$ cat config.mk
export PLATFORM = sky130hd
export DESIGN_NAME = mem_stage_flat
export DESIGN_NICKNAME = d
export VERILOG_FILES = /design/src/rtl/mem_stage_pkg.sv /design/src/rtl/mem_stage_if.sv /design/src/rtl/mem_align.sv /design/src/rtl/mem_stage.sv /design/src/flat_wrapper.sv
export SDC_FILE = /design/constraint.sdc
export NUM_CORES = 1
export LEC_CHECK = 0
export CORE_MARGIN = 2
export CORE_UTILIZATION = 44
export DETAILED_ROUTE_END_ITERATION = 8
export PLACE_DENSITY = 0.87
export SYNTH_ARGS = -nofsm -noshare
export SYNTH_HDL_FRONTEND = slang
export SYNTH_SLANG_ARGS = --single-unit
$ cat constraint.sdc
create_clock -name clk -period 4.9 [get_ports clk]
set_input_delay 0.49 -clock clk [delete_from_list [all_inputs] [get_ports clk]]
set_output_delay 0.49 -clock clk [all_outputs]
set_load 0.005 [all_outputs]
$ cat src/rtl/mem_stage_pkg.sv
// Shared types and constants for the memory-access pipeline stage.
package mem_stage_pkg;

    typedef enum logic [1:0] {
        SZ_BYTE  = 2'b00,
        SZ_HALF  = 2'b01,
        SZ_WORD  = 2'b10,
        SZ_WORDX = 2'b11
    } size_e;

    typedef enum logic {
        ST_IDLE = 1'b0,
        ST_WAIT = 1'b1
    } state_e;

    localparam logic [3:0] BE_NONE     = 4'b0000;
    localparam logic [3:0] BE_ALL      = 4'b1111;
    localparam logic [3:0] BE_HI_HALF  = 4'b1100;
    localparam logic [3:0] BE_LO_HALF  = 4'b0011;
    localparam logic [3:0] BE_TOP_BYTE = 4'b1000;

    typedef struct packed {
        logic        mem2reg;
        logic        regwr;
        logic [4:0]  rw;
        logic [31:0] result;
        logic [31:0] storedata;
        logic        memrd;
        logic        memwr;
        size_e       size;
        logic        signext;
        logic [1:0]  fpoint;
        logic [31:0] delayslot2;
        logic        jal;
    } mreg_t;

    function automatic logic is_misaligned(size_e size, logic [1:0] a);
        case (size)
            SZ_BYTE: return 1'b0;
            SZ_HALF: return a[0];
            default: return a != 2'b00;
        endcase
    endfunction

endpackage

$ cat src/rtl/mem_stage_if.sv
// Data-memory request/response bus between the memory stage and data memory.
interface mem_stage_if;
    logic        dmem_req;
    logic        dmem_we;
    logic [31:0] dmem_addr;
    logic [31:0] dmem_wdata;
    logic [3:0]  dmem_be;
    logic [31:0] dmem_rdata;
    logic        dmem_ready;

    modport master (
        output dmem_req, dmem_we, dmem_addr, dmem_wdata, dmem_be,
        input  dmem_rdata, dmem_ready
    );

    modport slave (
        input  dmem_req, dmem_we, dmem_addr, dmem_wdata, dmem_be,
        output dmem_rdata, dmem_ready
    );
endinterface

$ cat src/rtl/mem_align.sv
// Big-endian store lane replication / byte enables and load extraction / extension.
module mem_align
    import mem_stage_pkg::*;
(
    input  size_e       size_i,
    input  logic        signext_i,
    input  logic [1:0]  a_i,
    input  logic [31:0] sd_i,
    input  logic [31:0] rdata_i,
    output logic [31:0] wdata_o,
    output logic [3:0]  be_o,
    output logic [31:0] ldata_o,
    output logic        misalign_o
);

    logic [7:0]  byte_v;
    logic [15:0] half_v;

    always_comb begin
        // {~a, 3'b000} == 8*(3-a): byte 0 lives in the top lane
        byte_v  = rdata_i[{~a_i, 3'b000} +: 8];
        half_v  = (a_i == 2'b00) ? rdata_i[31:16] : rdata_i[15:0];
        wdata_o = sd_i;
        be_o    = BE_ALL;
        ldata_o = rdata_i;
        case (size_i)
            SZ_BYTE: begin
                wdata_o = {4{sd_i[7:0]}};
                be_o    = BE_TOP_BYTE >> a_i;
                ldata_o = {{24{signext_i & byte_v[7]}}, byte_v};
            end
            SZ_HALF: begin
                wdata_o = {2{sd_i[15:0]}};
                be_o    = (a_i == 2'b00) ? BE_HI_HALF : BE_LO_HALF;
                ldata_o = {{16{signext_i & half_v[15]}}, half_v};
            end
            default: begin
                wdata_o = sd_i;
                be_o    = BE_ALL;
                ldata_o = rdata_i;
            end
        endcase
        misalign_o = is_misaligned(size_i, a_i);
    end

endmodule

$ cat src/rtl/mem_stage.sv
// Memory-access pipeline stage: M register, dmem handshake FSM with timeout,
// load alignment, and write-back outputs.
module mem_stage
    import mem_stage_pkg::*;
#(
    parameter int unsigned MAX_WAIT = 16
) (
    input  logic        clk,
    input  logic        rst_n,
    input  logic        ex_mem2reg,
    input  logic        ex_regwr,
    input  logic [4:0]  ex_rw,
    input  logic [31:0] ex_result,
    input  logic [31:0] ex_storedata,
    input  logic        ex_memrd,
    input  logic        ex_memwr,
    input  logic [1:0]  ex_size,
    input  logic        ex_signext,
    input  logic [1:0]  ex_fpoint,
    input  logic [31:0] ex_delayslot2,
    input  logic        ex_jal,
    mem_stage_if.master dbus,
    output logic        mem_stall,
    output logic        mem_misalign,
    output logic        mem_fault,
    output logic        mem2reg,
    output logic        regwr,
    output logic        jal,
    output logic [4:0]  rw,
    output logic [1:0]  fpoint,
    output logic [31:0] dmem,
    output logic [31:0] execresult,
    output logic [31:0] delayslot2
);

    localparam int unsigned CW = $clog2(MAX_WAIT + 1);
    localparam logic [CW-1:0] CNT_MAX = CW'(MAX_WAIT);

    mreg_t           m_q, m_d;
    state_e          state_q, state_d;
    logic [CW-1:0]   cnt_q, cnt_d;

    logic            mem_op, mis, mis_raw;
    logic            req, stall, fault, done;
    logic [31:0]     st_wdata, ld_data;
    logic [3:0]      st_be;

    always_comb begin
        m_d.mem2reg    = ex_mem2reg;
        m_d.regwr      = ex_regwr;
        m_d.rw         = ex_rw;
        m_d.result     = ex_result;
        m_d.storedata  = ex_storedata;
        m_d.memrd      = ex_memrd;
        m_d.memwr      = ex_memwr;
        m_d.size       = size_e'(ex_size);
        m_d.signext    = ex_signext;
        m_d.fpoint     = ex_fpoint;
        m_d.delayslot2 = ex_delayslot2;
        m_d.jal        = ex_jal;
    end

    always_ff @(posedge clk or negedge rst_n) begin
        if (!rst_n) begin
            m_q     <= '0;
            state_q <= ST_IDLE;
            cnt_q   <= '0;
        end else begin
            if (!stall) m_q <= m_d;
            state_q <= state_d;
            cnt_q   <= cnt_d;
        end
    end

    mem_align u_align (
        .size_i     (m_q.size),
        .signext_i  (m_q.signext),
        .a_i        (m_q.result[1:0]),
        .sd_i       (m_q.storedata),
        .rdata_i    (dbus.dmem_rdata),
        .wdata_o    (st_wdata),
        .be_o       (st_be),
        .ldata_o    (ld_data),
        .misalign_o (mis_raw)
    );

    assign mem_op = m_q.memrd | m_q.memwr;
    assign mis    = mem_op & mis_raw;

    // Timeout is checked before ready in WAIT so the abort cycle has no request
    // and a late ready is ignored.
    always_comb begin
        state_d = state_q;
        cnt_d   = cnt_q;
        req     = 1'b0;
        stall   = 1'b0;
        fault   = 1'b0;
        done    = 1'b0;
        case (state_q)
            ST_IDLE: begin
                if (mem_op && !mis) begin
                    req = 1'b1;
                    if (dbus.dmem_ready) begin
                        done = 1'b1;
                    end else begin
                        stall   = 1'b1;
                        state_d = ST_WAIT;
                        cnt_d   = CW'(1);
                    end
                end
            end
            ST_WAIT: begin
                if (cnt_q == CNT_MAX) begin
                    fault   = 1'b1;
                    state_d = ST_IDLE;
                    cnt_d   = '0;
                end else begin
                    req = 1'b1;
                    if (dbus.dmem_ready) begin
                        done    = 1'b1;
                        state_d = ST_IDLE;
                        cnt_d   = '0;
                    end else begin
                        stall = 1'b1;
                        cnt_d = cnt_q + 1'b1;
                    end
                end
            end
            default: begin
                state_d = ST_IDLE;
                cnt_d   = '0;
            end
        endcase
    end

    assign dbus.dmem_req   = req;
    assign dbus.dmem_we    = m_q.memwr;
    assign dbus.dmem_addr  = {m_q.result[31:2], 2'b00};
    assign dbus.dmem_wdata = st_wdata;
    assign dbus.dmem_be    = req ? st_be : BE_NONE;

    assign mem_stall    = stall;
    assign mem_misalign = mis;
    assign mem_fault    = fault;
    assign mem2reg      = m_q.mem2reg;
    assign regwr        = m_q.regwr & ~stall & ~mis & ~fault;
    assign jal          = m_q.jal;
    assign rw           = m_q.rw;
    assign fpoint       = m_q.fpoint;
    assign dmem         = (done && m_q.memrd) ? ld_data : '0;
    assign execresult   = m_q.result;
    assign delayslot2   = m_q.delayslot2;

endmodule
$ cat src/flat_wrapper.sv
// flat-port wrapper written by rule: the top's interface ports become plain ports
module mem_stage_flat import mem_stage_pkg::*;
#(
    parameter int unsigned MAX_WAIT = 16
)
  (clk, rst_n, ex_mem2reg, ex_regwr, ex_rw, ex_result, ex_storedata, ex_memrd, ex_memwr, ex_size, ex_signext, ex_fpoint, ex_delayslot2, ex_jal, mem_stall, mem_misalign, mem_fault, mem2reg, regwr, jal, rw, fpoint, dmem, execresult, delayslot2, dbus_dmem_req, dbus_dmem_we, dbus_dmem_addr, dbus_dmem_wdata, dbus_dmem_be, dbus_dmem_rdata, dbus_dmem_ready);
  mem_stage_if dbus_i ();
  input  logic clk;
  input  logic rst_n;
  input  logic ex_mem2reg;
  input  logic ex_regwr;
  input  logic [4:0] ex_rw;
  input  logic [31:0] ex_result;
  input  logic [31:0] ex_storedata;
  input  logic ex_memrd;
  input  logic ex_memwr;
  input  logic [1:0] ex_size;
  input  logic ex_signext;
  input  logic [1:0] ex_fpoint;
  input  logic [31:0] ex_delayslot2;
  input  logic ex_jal;
  output logic mem_stall;
  output logic mem_misalign;
  output logic mem_fault;
  output logic mem2reg;
  output logic regwr;
  output logic jal;
  output logic [4:0] rw;
  output logic [1:0] fpoint;
  output logic [31:0] dmem;
  output logic [31:0] execresult;
  output logic [31:0] delayslot2;
  output wire logic [$bits(dbus_i.dmem_req)-1:0] dbus_dmem_req;
  output wire logic [$bits(dbus_i.dmem_we)-1:0] dbus_dmem_we;
  output wire logic [$bits(dbus_i.dmem_addr)-1:0] dbus_dmem_addr;
  output wire logic [$bits(dbus_i.dmem_wdata)-1:0] dbus_dmem_wdata;
  output wire logic [$bits(dbus_i.dmem_be)-1:0] dbus_dmem_be;
  input wire logic [$bits(dbus_i.dmem_rdata)-1:0] dbus_dmem_rdata;
  input wire logic [$bits(dbus_i.dmem_ready)-1:0] dbus_dmem_ready;
  assign dbus_dmem_req = dbus_i.dmem_req;
  assign dbus_dmem_we = dbus_i.dmem_we;
  assign dbus_dmem_addr = dbus_i.dmem_addr;
  assign dbus_dmem_wdata = dbus_i.dmem_wdata;
  assign dbus_dmem_be = dbus_i.dmem_be;
  assign dbus_i.dmem_rdata = dbus_dmem_rdata;
  assign dbus_i.dmem_ready = dbus_dmem_ready;
  mem_stage #(.MAX_WAIT(MAX_WAIT)) u_core (.clk(clk), .rst_n(rst_n), .ex_mem2reg(ex_mem2reg), .ex_regwr(ex_regwr), .ex_rw(ex_rw), .ex_result(ex_result), .ex_storedata(ex_storedata), .ex_memrd(ex_memrd), .ex_memwr(ex_memwr), .ex_size(ex_size), .ex_signext(ex_signext), .ex_fpoint(ex_fpoint), .ex_delayslot2(ex_delayslot2), .ex_jal(ex_jal), .dbus(dbus_i), .mem_stall(mem_stall), .mem_misalign(mem_misalign), .mem_fault(mem_fault), .mem2reg(mem2reg), .regwr(regwr), .jal(jal), .rw(rw), .fpoint(fpoint), .dmem(dmem), .execresult(execresult), .delayslot2(delayslot2));
endmodule
* Word-level counts from Yosys, hierarchy flattened
Index checks and enable logic that the tools add are counted.
** Word-level totals
- Flip-flop bits (word level) :: 117
- Latch bits :: 0
- Memory bits (writable) :: 0
- Bits in read-only memories :: 0
- Input bits :: 146
- Output and inout port bits :: 179
- Word-level logic and storage cells :: 66
- Memories kept :: 0
** Cells by class
- Add/subtract/negate cells :: 1
- Multiply operators :: 0
- Div/mod/pow operators :: 0
- Magnitude comparators :: 0
- Eq/ne operators :: 4
- Shift operators :: 2
- Mux-type cells :: 26
- Bitwise operators :: 12
- Reductions and logical operators :: 7
** Operators by type and width (number)
- 32-bit case mux with 2 select lines :: 2
- 32-bit two-way mux :: 1
- 32-bit by 6-bit variable part select with 8-bit output :: 1
- 5-bit two-way mux :: 4
- 16-bit two-way mux :: 1
- 1-bit two-way mux :: 10
- 5-bit case mux with 2 select lines :: 1
- 4-bit two-way mux :: 2
- 1-bit case mux with 2 select lines :: 4
- 4-bit case mux with 2 select lines :: 1
- 1-bit bitwise AND :: 6
- 5-bit by 1-bit adder with 5-bit output (second input constant) :: 1
- 5-bit == test (second input constant) :: 1
- 2-bit logical NOT :: 2
- 1-bit inverter :: 4
- 4-bit by 2-bit right shift with 4-bit output (first input constant) :: 1
- 2-bit by 1-bit == test with 1-bit output (second input constant) :: 1
- 1-bit logical AND :: 2
- 2-bit by 1-bit inequality test with 1-bit output (second input constant) :: 1
- 2-bit inequality test (second input constant) :: 1
- 2-bit inverter :: 1
- 2-bit AND reduction :: 1
- 2-bit nonzero test :: 1
- 1-bit logical NOT :: 1
- 1-bit bitwise OR :: 1

* Depth between registers and ports, before layout
Gate-level depths: netlist of run 1.
- Word-level depth :: 11
- Mapped depth :: 8
- Depth with buffers taken out :: 6

* Cells and area by module
From an unflattened synthesis of run 1, not the netlist that was laid out.
** Unflattened totals
- Cell total of the unflattened synthesis :: 635
- Area, all modules :: 7310.8 um^2
** Modules (own cells, without submodules)
- mem_stage :: times used 1, cells an instance 456, area an instance 6079.6 um^2, sequential area each 2927.8 um^2
- mem_align :: times used 1, cells an instance 179, area an instance 1231.2 um^2, sequential area each 0.0 um^2

* Worst setup path before layout of run 1
No wires, ideal clock.
- Kind :: flip-flop to output port
- Start point :: register u_core.m_q, in the netlist u_core.execresult[1]
- End point :: output port dmem[21]
- Arrival time :: 1.668 ns
- Required time :: 4.410 ns
- Setup slack :: 2.742 ns
- Stages on the path, launching flop included :: 7
- Buffers on the path :: 2
- Cell sequence :: dfrtp_1 buf_6 or2_4 mux2_4 a221oi_4 buf_6 a211oi_2
** On the way
- Cells in the longest elaborated chain, start to end :: 9
- Elaborated cells on any way between the ends :: 16
- Classes of those cells :: 1 x shift; 6 x mux; 4 x bitwise; 5 x reduce/logical
** Ends and longest elaborated chain
- from (decl) :: RTL line mem_stage.sv:39 : mreg_t m_q, m_d;
- from (signal assigned) :: RTL line mem_stage.sv:69 : if (!stall) m_q <= m_d;
- branches (longest 8 deep; another with 32-bit by 6-bit variable part select with 8-bit output)
- 32-bit two-way mux (*) :: RTL line mem_stage.sv:150 : assign dmem = (done && m_q.memrd) ? ld_data : '0;
- to (decl) :: RTL line flat_wrapper.sv:30 : output logic [31:0] dmem;
Mark *: on every way between the ends.

* Worst setup path after layout of run 1
- Start point :: register u_core.m_q, in the netlist u_core.execresult[1]
- End point :: output port dmem[15]
Same word-level chain as after synthesis.

==> impl_metrics.toml, run 1 <==
[timing]
worst-slew-pin-transition_ps = 1000
setup_repair_after_global_routing_missed_its_margin = "false"
setup-tns-final_ps = 0
finalHoldViolations = 0
final_min_period_over_clock_period_pct = 79.2
worst_slew_margin_rel_pct = 33.3
setup-violations-final = 0
final_max_slew_viol_count = 0
max_freq_mhz = 258
fin_crit_ps = 3880
final.setup_skew_ps = 7.42

[finish]
antennaDiodeCount = 0
final_layout_fill_cell_count = 1042
multi_input_area_um2 = 2520
seqCellArea_um2 = 2930
num-nets-final = 902
drive_above_1_share_pct = 16.0
final_core_utilization_pct = 66.3
area_growth_pct = 47.9

[detailed_routing]
drt_drc_violations_left = 0
route.final.wire_length_um = 18700
route.detailed.vias_per_inst = 5.19
routed-via-count = 4931
detailedRoute.firstPassIterationCount = 5
violation_count_after_the_first_detailed_routing_iteration = 183
wire_per_inst_um = 19.6
drt.antenna.violating_nets = 0

[clocking]
ctsRootBufferMaster = "sky130_fd_sc_hd__clkbuf_16"
cts.clk_slew.worst_paths_ps = 60
cts.repair_timing.setup_buffer_count = 0
source_to_sink_clock_delay_at_the_later_pin_of_the_worst_skew_pair_ps = 410
max-clock-path-buffers = 2
tritoncts_num_sinks = 117
cts_resized = 0
cts_hold_repair.buffers = 0
htree_levels = 4
cts-buffers-inserted = 17
cts_tree = "done"

[critical_path]
crit_path_max_incr_delay_ps = 900
reg2reg_from = "u_core.m_q[37]"
crit_path_start_kind = "register"
worst_ep_arrival_time_ps = 3390
critPathBufInv = 1
worstPathMaxFanout = 18
required_ps = 4410
r2r.worst_path.cells = 5
cp_cell_sequence = "mux4_2 -> a221oi_4 -> nor3_1 -> clkdlybuf4s50_1"
end_kind = "output pin"
criticalPathCategory = "register to output pin"
rr_endpoint = "u_core.fpoint[0]"
worst_path_dominant_cell_family = "compound AO/OA/AOI/OAI gates"
ff2ff_setup_slack_ps = 1780
critical_path.slowest_cell = "sky130_fd_sc_hd__a221oi_4"

[synth]
synth-seq-area-share_pct = 45.1
syn_area_um2 = 6490
ys_seq_elements = 117
synthesis.instances = 544
avgSynthCellArea_um2 = 11.9
synth_cell_types = 44
synth_edf_count = 0
synth.yosys.warnings = 0
most_common_flop_cell_mapped_by_yosys = "sky130_fd_sc_hd__dfrtp_1"
async_reset_ff_share_pct = 100

[floorplanning]
initial_utilization_pct = 44.8
pin_count = 325
chipHeight_um = 125
placementRows = 44
core_area_um2 = 14500
floorplan.die_area_um2 = 15700
dieWidth_um = 125

[placement]
gp_congestion = 1.12
detailedPlacementHpwl_um = 14000
placement.io_buffers = 322

[grt]
gr-total-overflow = 0
total_routing_usage_gr_pct = 23.6
grt_first_pass_wirelength_um = 29000
antenna_found_initial = 0
grt_max_degree = 69
via_count_of_the_first_global_routing_pass = 5357

[outcome]
outcome = "completed"

[pwr]
power_per_cell_area_nw_per_um2 = 420
ir_worst_vdd_uv = 332
leakage_nw = 3.86

[job]
cap_viol_max_count = 0

[hold_path]
worstHoldPathType = "input port to async pin"
[cells in the mapped netlist, types with 3 or more instances]
master                     instances  area (µm²)
sky130_fd_sc_hd__dfrtp_1         117        2930
sky130_fd_sc_hd__buf_4           111         833
sky130_fd_sc_hd__mux2_1           68         766
sky130_fd_sc_hd__mux2_2           67         754
sky130_fd_sc_hd__nand2_1          30         113
sky130_fd_sc_hd__nor2_1           16        60.1
sky130_fd_sc_hd__o21ai_0          11        55.1
sky130_fd_sc_hd__a211oi_2         10         125
sky130_fd_sc_hd__a21oi_1          10        50.1
sky130_fd_sc_hd__buf_6            10         113
sky130_fd_sc_hd__buf_2             8        40.0
sky130_fd_sc_hd__inv_1             8        30.0
sky130_fd_sc_hd__mux2i_1           8        80.1
sky130_fd_sc_hd__a222oi_1          7        70.1
sky130_fd_sc_hd__a22oi_1           7        52.6
sky130_fd_sc_hd__clkbuf_1          7        26.3
sky130_fd_sc_hd__a211oi_1          6        45.0
sky130_fd_sc_hd__nor3_1            4        20.0
sky130_fd_sc_hd__nand3_1           3        15.0
sky130_fd_sc_hd__nor3b_1           3        22.5
sky130_fd_sc_hd__xnor2_1           3        26.3
[cells in the final DEF, fill, tap and decap left out, types with 3 or more instances in the layout]
master / synthesis / layout
sky130_fd_sc_hd__clkbuf_8: 0 / 3
sky130_fd_sc_hd__a21oi_1: 10 / 10
sky130_fd_sc_hd__o21ai_0: 11 / 11
sky130_fd_sc_hd__clkinvlp_4: 0 / 3
sky130_fd_sc_hd__nand2_1: 30 / 30
sky130_fd_sc_hd__nor3b_1: 3 / 3
sky130_fd_sc_hd__clkdlybuf4s50_1: 0 / 321
sky130_fd_sc_hd__clkbuf_16: 0 / 17
sky130_fd_sc_hd__mux2_1: 68 / 68
sky130_fd_sc_hd__a22oi_1: 7 / 7
sky130_fd_sc_hd__mux2i_1: 8 / 8
sky130_fd_sc_hd__nor2_1: 16 / 16
sky130_fd_sc_hd__nand3_1: 3 / 3
sky130_fd_sc_hd__a211oi_1: 6 / 6
sky130_fd_sc_hd__mux2_2: 67 / 67
sky130_fd_sc_hd__xnor2_1: 3 / 3
sky130_fd_sc_hd__dfrtp_1: 117 / 116
sky130_fd_sc_hd__inv_1: 8 / 8
sky130_fd_sc_hd__nor3_1: 4 / 4
sky130_fd_sc_hd__bufinv_16: 0 / 3
sky130_fd_sc_hd__a222oi_1: 7 / 7
sky130_fd_sc_hd__a211oi_2: 10 / 10
sky130_fd_sc_hd__buf_4: 111 / 7
[area by class of cell]
class / instances / area share [%]
clock inverters: 11 / 1.55
flip-flops and latches: 117 / 30.5
multi-input cells: 282 / 26.3
inverters: 8 / 0.313
repair buffers: 328 / 34.0
clock buffers: 21 / 4.90
well taps: 184 / 2.40
[stage by stage]
stage | cell area (µm²) | setup WS (ps) | std cells | hold slack [ps] | power (mW)
2_1_floorplan | 6490 | 2740 | 545 | 194 | 2.13
3_3_place_gp | 8980 | 1450 | 919 | 465 | 2.70
3_5_place_dp | 8980 | 1330 | 919 | 474 | 2.75
4_1_cts | 9600 | 1040 | 951 | 230 | 4.07
5_1_grt | 9600 | 894 | 951 | 274 | 4.22
6_report | 9600 | 1020 | 951 | 199 | 4.03
[logic make-up (layout without fill, tap and decap cells)]
kind of cell             count (synthesis)  in the layout  share of synthesized area (%)
AND/OR/NAND/NOR                         66             66                           4.67
adder cells (fa/ha/maj)                  2              2                          0.386
AO/OA/AOI/OAI                           64             64                           7.93
other                                    1              2                         0.0578
multiplexers                           145            145                           25.2
flip-flops                             117            117                           45.1
buffers and inverters                  146            368                           16.2
XOR/XNOR                                 3              3                          0.405
[routing by layer]
| layer | GRT usage [%] | up-vias | wire length (µm) |
|---|---|---|---|
| li1 | - | 2232 | - |
| met1 | 24.2 | 2397 | 6570 |
| met2 | 43.3 | 259 | 9940 |
| met3 | 8.47 | 43 | 1640 |
| met4 | 9.87 | 0 | 507 |
| met5 | 0 | - | 0 |
[sequential cells by signal, summed over array words and instances, names as in the netlist]
register,cells
u_core.cnt_q,5
u_core.dbus.dmem_we,1
u_core.delayslot2,32
u_core.execresult,32
u_core.fpoint,2
u_core.jal,1
u_core.m_q,37
u_core.mem2reg,1
u_core.rw,5
u_core.state_q,1
[worst register-to-register path: cells and delay by family, from the launching register on]
family,cells,cell delay (ps)
mux,1,420
buf+inv,1,630
simple gates,1,310
compound gates,2,630
flops,1,1000
[worst max-delay path by stage]
stage	start	to	slack [ps]	cells after the start
after detailed placement	dbus_dmem_rdata[31]	dmem[15]	1330	5
after floorplan	u_core.execresult[1]	dmem[21]	2740	6
final	u_core.execresult[1]	dmem[15]	1020	4
after CTS	u_core.execresult[1]	dmem[15]	1040	4
after global routing	u_core.execresult[1]	dmem[15]	890	4
after global placement	dbus_dmem_rdata[31]	dmem[15]	1450	5
[report_power, final]
part / switching [mW] / leakage (nW) / internal (mW)
logic: 0.540 / 2.20 / 0.871
clock network: 0.451 / 0.296 / 0.841
registers: 0.176 / 1.37 / 1.15
No activity file was read; power rests on OpenSTA's default activity.
==> run 2: changes to the inputs <==
CORE_ASPECT_RATIO = 1.4   (was default)
CORE_UTILIZATION = 41   (was 44)
PLACE_DENSITY = 0.82   (was 0.87)
clock period = 3.93 ns   (was 4.9 ns; I/O delays follow)
==> run 2 against run 1 <==
Clock-buffer cell count fell by 4. Critical path type unchanged. Die area rose by 7.2%. Clock power rose by 22%. Critical path depth rose by 2. Total power rose by 23%. Non-clock buffer count rose by 2. Utilization fell by 4.3 points. Combinational power rose by 24%. Wire length rose by 0.55%.
==> impl_metrics.toml, run 2 (synthesis gave the netlist of run 1 again) <==
[timing]
setup_repair_after_global_routing_missed_its_margin = "false"
final_max_slew_viol_count = 0
worst_slew_margin_rel_pct = 38.2
fin_crit_ps = 3510
setup-violations-final = 0
setup-tns-final_ps = 0
worst-slew-pin-transition_ps = 928
final_min_period_over_clock_period_pct = 89.3
max_freq_mhz = 285
finalHoldViolations = 0
final.setup_skew_ps = 15.1

[critical_path]
reg2reg_from = "u_core.m_q[36]"
rr_endpoint = "u_core.m_q[46]"
end_kind = "output pin"
ff2ff_setup_slack_ps = 1130
worst_ep_arrival_time_ps = 3110
timing.critical_path.to = "dmem[7]"
cp-startpoint = "u_core.execresult[1]"
r2r.worst_path.cells = 5
crit_path_start_kind = "register"
crit_path_max_incr_delay_ps = 620
criticalPathCategory = "register to output pin"
cp_cell_sequence = "o21ai_1 -> a31o_2 -> nand4_1 -> buf_4 -> a311oi_1 -> clkdlybuf4s50_1"
critical_path.slowest_cell = "sky130_fd_sc_hd__dfrtp_1"
worstPathMaxFanout = 32
required_ps = 3540

[finish]
drive_above_1_share_pct = 16.3
regMostFlops = "u_core.m_q"
largest_register_ff_count = 37
layout_commonest_cell = "sky130_fd_sc_hd__clkdlybuf4s50_1"
most-common-layout-cells = "sky130_fd_sc_hd__clkdlybuf4s50_1 (321), sky130_fd_sc_hd__dfrtp_1 (116), sky130_fd_sc_hd__mux2_1 (68), sky130_fd_sc_hd__mux2_2 (67), sky130_fd_sc_hd__nand2_1 (30)"
num-nets-final = 904
area_growth_pct = 48.4

[job]
cap_viol_max_count = 0

[clocking]
source_to_sink_clock_delay_at_the_later_pin_of_the_worst_skew_pair_ps = 400
cts-buffers-inserted = 17
htree_levels = 4
cts_tree = "done"
cts_resized = 0
tritoncts_num_sinks = 117
cts.clk_slew.worst_paths_ps = 60
ctsRootBufferMaster = "sky130_fd_sc_hd__clkbuf_16"
cts_hold_repair.buffers = 0
max-clock-path-buffers = 2
cts.repair_timing.setup_buffer_count = 0

[detailed_routing]
violation_count_after_the_first_detailed_routing_iteration = 308
route.final.wire_length_um = 18800
routed-via-count = 4938
wire_per_inst_um = 19.4
drt.antenna.violating_nets = 0
detailedRoute.firstPassIterationCount = 4
drt_drc_violations_left = 0
route.detailed.vias_per_inst = 5.12

[placement]
placement.io_buffers = 322
detailedPlacementHpwl_um = 14100
gp_congestion = 0.812

[floorplanning]
floorplan.die_area_um2 = 16900
chipHeight_um = 153
placementRows = 54
pin_count = 325
initial_utilization_pct = 41.7
dieWidth_um = 110
core_area_um2 = 15500

[pwr]
ir_worst_vdd_uv = 351
leakage_nw = 3.87
power_per_cell_area_nw_per_um2 = 517
finalPower_mw = 4.97

[hold_path]
worstHoldPathType = "input port to async pin"

[grt]
antenna_found_initial = 2
via_count_of_the_first_global_routing_pass = 5401
grt_max_degree = 69
total_routing_usage_gr_pct = 22.2
gr-total-overflow = 0
grt_first_pass_wirelength_um = 28600

[outcome]
outcome = "completed"
run 2: cell count changes in the layout (fill, tap and decap cells not counted), sizes merged:
| cell | change |
|---|---|
| clkbuf | -4 |
| buf | +2 |
| clkinv | +2 |
| inv | +1 |
| diode | +1 |
run 2: worst min path at each step:
stage                         from              endpoint  slack (ps)  cells after the start
global placement    u_core.m_q[60]        u_core.m_q[60]         460                      1
finish                       rst_n  u_core.execresult[0]          50                      1
global route                 rst_n  u_core.execresult[4]         100                      1
detailed placement  u_core.m_q[59]        u_core.m_q[59]         470                      1
floorplan                    rst_n       u_core.cnt_q[0]         100                      0
CTS                          rst_n  u_core.execresult[4]          80                      1
run 2: routing by layer:
layer | GRT usage (%) | vias up | share of wire (%)
li1 | - | 2229 | -
met1 | 21.3 | 2408 | 33
met2 | 41.7 | 249 | 54
met3 | 6.82 | 50 | 9.0
met4 | 10.2 | 2 | 4.3
met5 | 0 | - | 0.085
run 2: final cells by class:
| class | instances | area [µm²] |
|---|---|---|
| fill | 1243 | 5910 |
| clock inverter | 14 | 179 |
| clock buffer | 17 | 425 |
| inverter | 8 | 30.0 |
| timing repair buffer | 330 | 3290 |
| sequential | 117 | 2930 |
| antenna | 1 | 2.50 |
| tap | 196 | 245 |
| multi-input combinational | 282 | 2520 |
run 2: power by group:
part | switching [mW] | internal [mW]
combinational | 0.663 | 1.09
sequential | 0.204 | 1.44
clock | 0.576 | 1.00
run 2: worst max-delay path: cells and delay by family (launching register included):
kind	cells	cell delay, ps
DFF	1	620
and+or+nand+nor	1	120
AOI/OAI and AO/OA	3	1080
buffers and inverters	2	880
run 2: stage by stage:
| step | utilization (%) | worst slack (ps) | hold WS [ps] | area (µm²) | std cells |
|---|---|---|---|---|---|
| after floorplan | - | 1870 | 97.4 | 6490 | 545 |
| after global placement | 58.0 | 1020 | 463 | 9020 | 933 |
| after detailed placement | 58.0 | 911 | 470 | 9020 | 933 |
| after CTS | 61.9 | 478 | 78.6 | 9620 | 964 |
| after global routing | 61.9 | 320 | 104 | 9620 | 964 |
| final | 61.9 | 422 | 50.1 | 9630 | 965 |
==> run 3: changes to the inputs <==
CORE_MARGIN = 3   (was 2)
==> run 3 against run 2 <==
Utilization up 1.4 points. Highest routed layer is now met4. Sequential share of layout area down 0.13 points. Register-to-register slack better by 140 ps. Via count about the same. Setup slack better by 260 ps.
==> impl_metrics.toml, run 3 (synthesis gave the netlist of run 1 again) <==
[pwr]
power_switching_mw = 1.44
finalPower_mw = 5.06
power_per_cell_area_nw_per_um2 = 523
power.share.clock_pct = 32.0
share_seq_of_total_power_pct = 32.4
leakage_nw = 3.90
ir_worst_vdd_uv = 308
power.share.combinational_pct = 35.6
p_int_mw = 3.62
power.switching_fraction_pct = 28.5

[clocking]
tritoncts_num_sinks = 117
cts_tree = "done"
htree_levels = 4
source_to_sink_clock_delay_at_the_later_pin_of_the_worst_skew_pair_ps = 400
cts_hold_repair.buffers = 0
ctsRootBufferMaster = "sky130_fd_sc_hd__clkbuf_16"
cts_resized = 0
max-clock-path-buffers = 2
cts.clk_slew.worst_paths_ps = 60
cts-buffers-inserted = 17
cts.repair_timing.setup_buffer_count = 0

[finish]
largest_register_ff_count = 37
antennaDiodeCount = 0
layout_commonest_cell = "sky130_fd_sc_hd__clkdlybuf4s50_1"
drive_above_1_share_pct = 16.6
area_growth_pct = 49.0
num-nets-final = 908
regMostFlops = "u_core.m_q"
final_core_utilization_pct = 63.4
most-common-layout-cells = "sky130_fd_sc_hd__clkdlybuf4s50_1 (321), sky130_fd_sc_hd__dfrtp_1 (116), sky130_fd_sc_hd__mux2_1 (68), sky130_fd_sc_hd__mux2_2 (67), sky130_fd_sc_hd__nand2_1 (30)"

[critical_path]
r2r.worst_path.cells = 5
rr_endpoint = "u_core.m_q[46]"
crit_path_start_kind = "register"
end_kind = "output pin"
timing.critical_path.to = "dmem[1]"
required_ps = 3540
worstPathMaxFanout = 12
reg2reg_from = "u_core.execresult[0]"
cp-startpoint = "u_core.m_q[36]"
ff2ff_setup_slack_ps = 1270
worst_ep_arrival_time_ps = 2860
criticalPathCategory = "register to output pin"

[timing]
setup-violations-final = 0
fin_crit_ps = 3250
final_max_slew_viol_count = 0
finalHoldViolations = 0
final.setup_skew_ps = 12.7
worst_slew_margin_rel_pct = 43.1
final_min_period_over_clock_period_pct = 82.8
max_freq_mhz = 307
setup_repair_after_global_routing_missed_its_margin = "false"
setup-tns-final_ps = 0
final_worst_slack_ps = 678
worst-slew-pin-transition_ps = 847

[detailed_routing]
route.final.wire_length_um = 19800
drt.antenna.violating_nets = 0
violation_count_after_the_first_detailed_routing_iteration = 349
routed-via-count = 4936
drt_drc_violations_left = 0
wire_per_inst_um = 20.6
route.detailed.vias_per_inst = 5.12
detailedRoute.firstPassIterationCount = 5

[floorplanning]
core_area_um2 = 15300
initial_utilization_pct = 42.5
placementRows = 53
chipHeight_um = 155
dieWidth_um = 112
pin_count = 325
floorplan.die_area_um2 = 17400

[grt]
total_routing_usage_gr_pct = 22.3
met3_usage_pct = 5.99
grt_first_pass_wirelength_um = 30600
met1_usage_in_global_routing_pct = 23.4
grt_max_degree = 87
via_count_of_the_first_global_routing_pass = 5389
antenna_found_initial = 0
gr-total-overflow = 0
grt_most_used_layer = "met2"
grtUsageMet2_pct = 42.5

[placement]
detailedPlacementHpwl_um = 15400
placement.io_buffers = 322
preCtsSetupSlack_ps = 989
gp_congestion = 1.01

[hold_path]
worstHoldPathType = "input port to async pin"

[outcome]
outcome = "completed"

[job]
cap_viol_max_count = 0
run 3: changes by cell type in the layout (fill, tap and decap cells not counted), sizes merged:
cell | previous run | this run
bufinv | 3 | 4
diode | 1 | 0
clkbuf | 17 | 19
buf | 9 | 13
clkinvlp | 3 | 2
inv | 10 | 8
run 3: per-stage QoR:
stage | hold WS [ps] | cells | instance area, µm²
4_1_cts | 31.4 | 964 | 9670
3_3_place_gp | 457 | 933 | 9040
6_report | 16.5 | 964 | 9670
2_1_floorplan | 97.4 | 545 | 6490
5_1_grt | 62.9 | 964 | 9670
3_5_place_dp | 469 | 933 | 9040
run 3: area by class of cell:
type / instances / area [µm²]
Multi-Input combinational cell: 282 / 2520
Tap cell: 192 / 240
Sequential cell: 117 / 2930
Clock buffer: 19 / 443
Clock inverter: 12 / 180
Inverter: 8 / 30.0
Fill cell: 1234 / 5590
Timing Repair Buffer: 334 / 3320
run 3: critical path: stages, from the launching register on:
cell	delay [ps]
sky130_fd_sc_hd__dfrtp_1	580
sky130_fd_sc_hd__buf_4	290
sky130_fd_sc_hd__xnor2_1	120
sky130_fd_sc_hd__nor3_1	620
sky130_fd_sc_hd__a222oi_1	210
sky130_fd_sc_hd__nor2_1	140
sky130_fd_sc_hd__clkdlybuf4s50_1	510
run 3: power by group through the flow:
stage	Sequential [mW]	Clock [mW]	Combinational (mW)
after floorplan	1.57	0	1.08
after global placement	1.64	0	1.78
after detailed placement	1.66	0	1.81
after CTS	1.64	1.66	1.83
after global routing	1.67	1.71	1.93
final	1.64	1.62	1.80
run 3: how the worst min path moves through the flow:
stage | slack, ps | end | from | cells after the start
6_report | 20 | u_core.mem2reg | rst_n | 1
5_1_grt | 60 | u_core.rw[1] | rst_n | 1
4_1_cts | 30 | u_core.mem2reg | rst_n | 1
3_5_place_dp | 470 | u_core.mem2reg | rst_n | 1
3_3_place_gp | 460 | u_core.execresult[15] | rst_n | 1
2_1_floorplan | 100 | u_core.cnt_q[0] | rst_n | 0
run 3: layer usage:
layer / vias up / routed length, µm
li1: 2238 / -
met1: 2414 / 6940
met2: 257 / 10800
met3: 27 / 1590
met4: 0 / 450
met5: - / 0
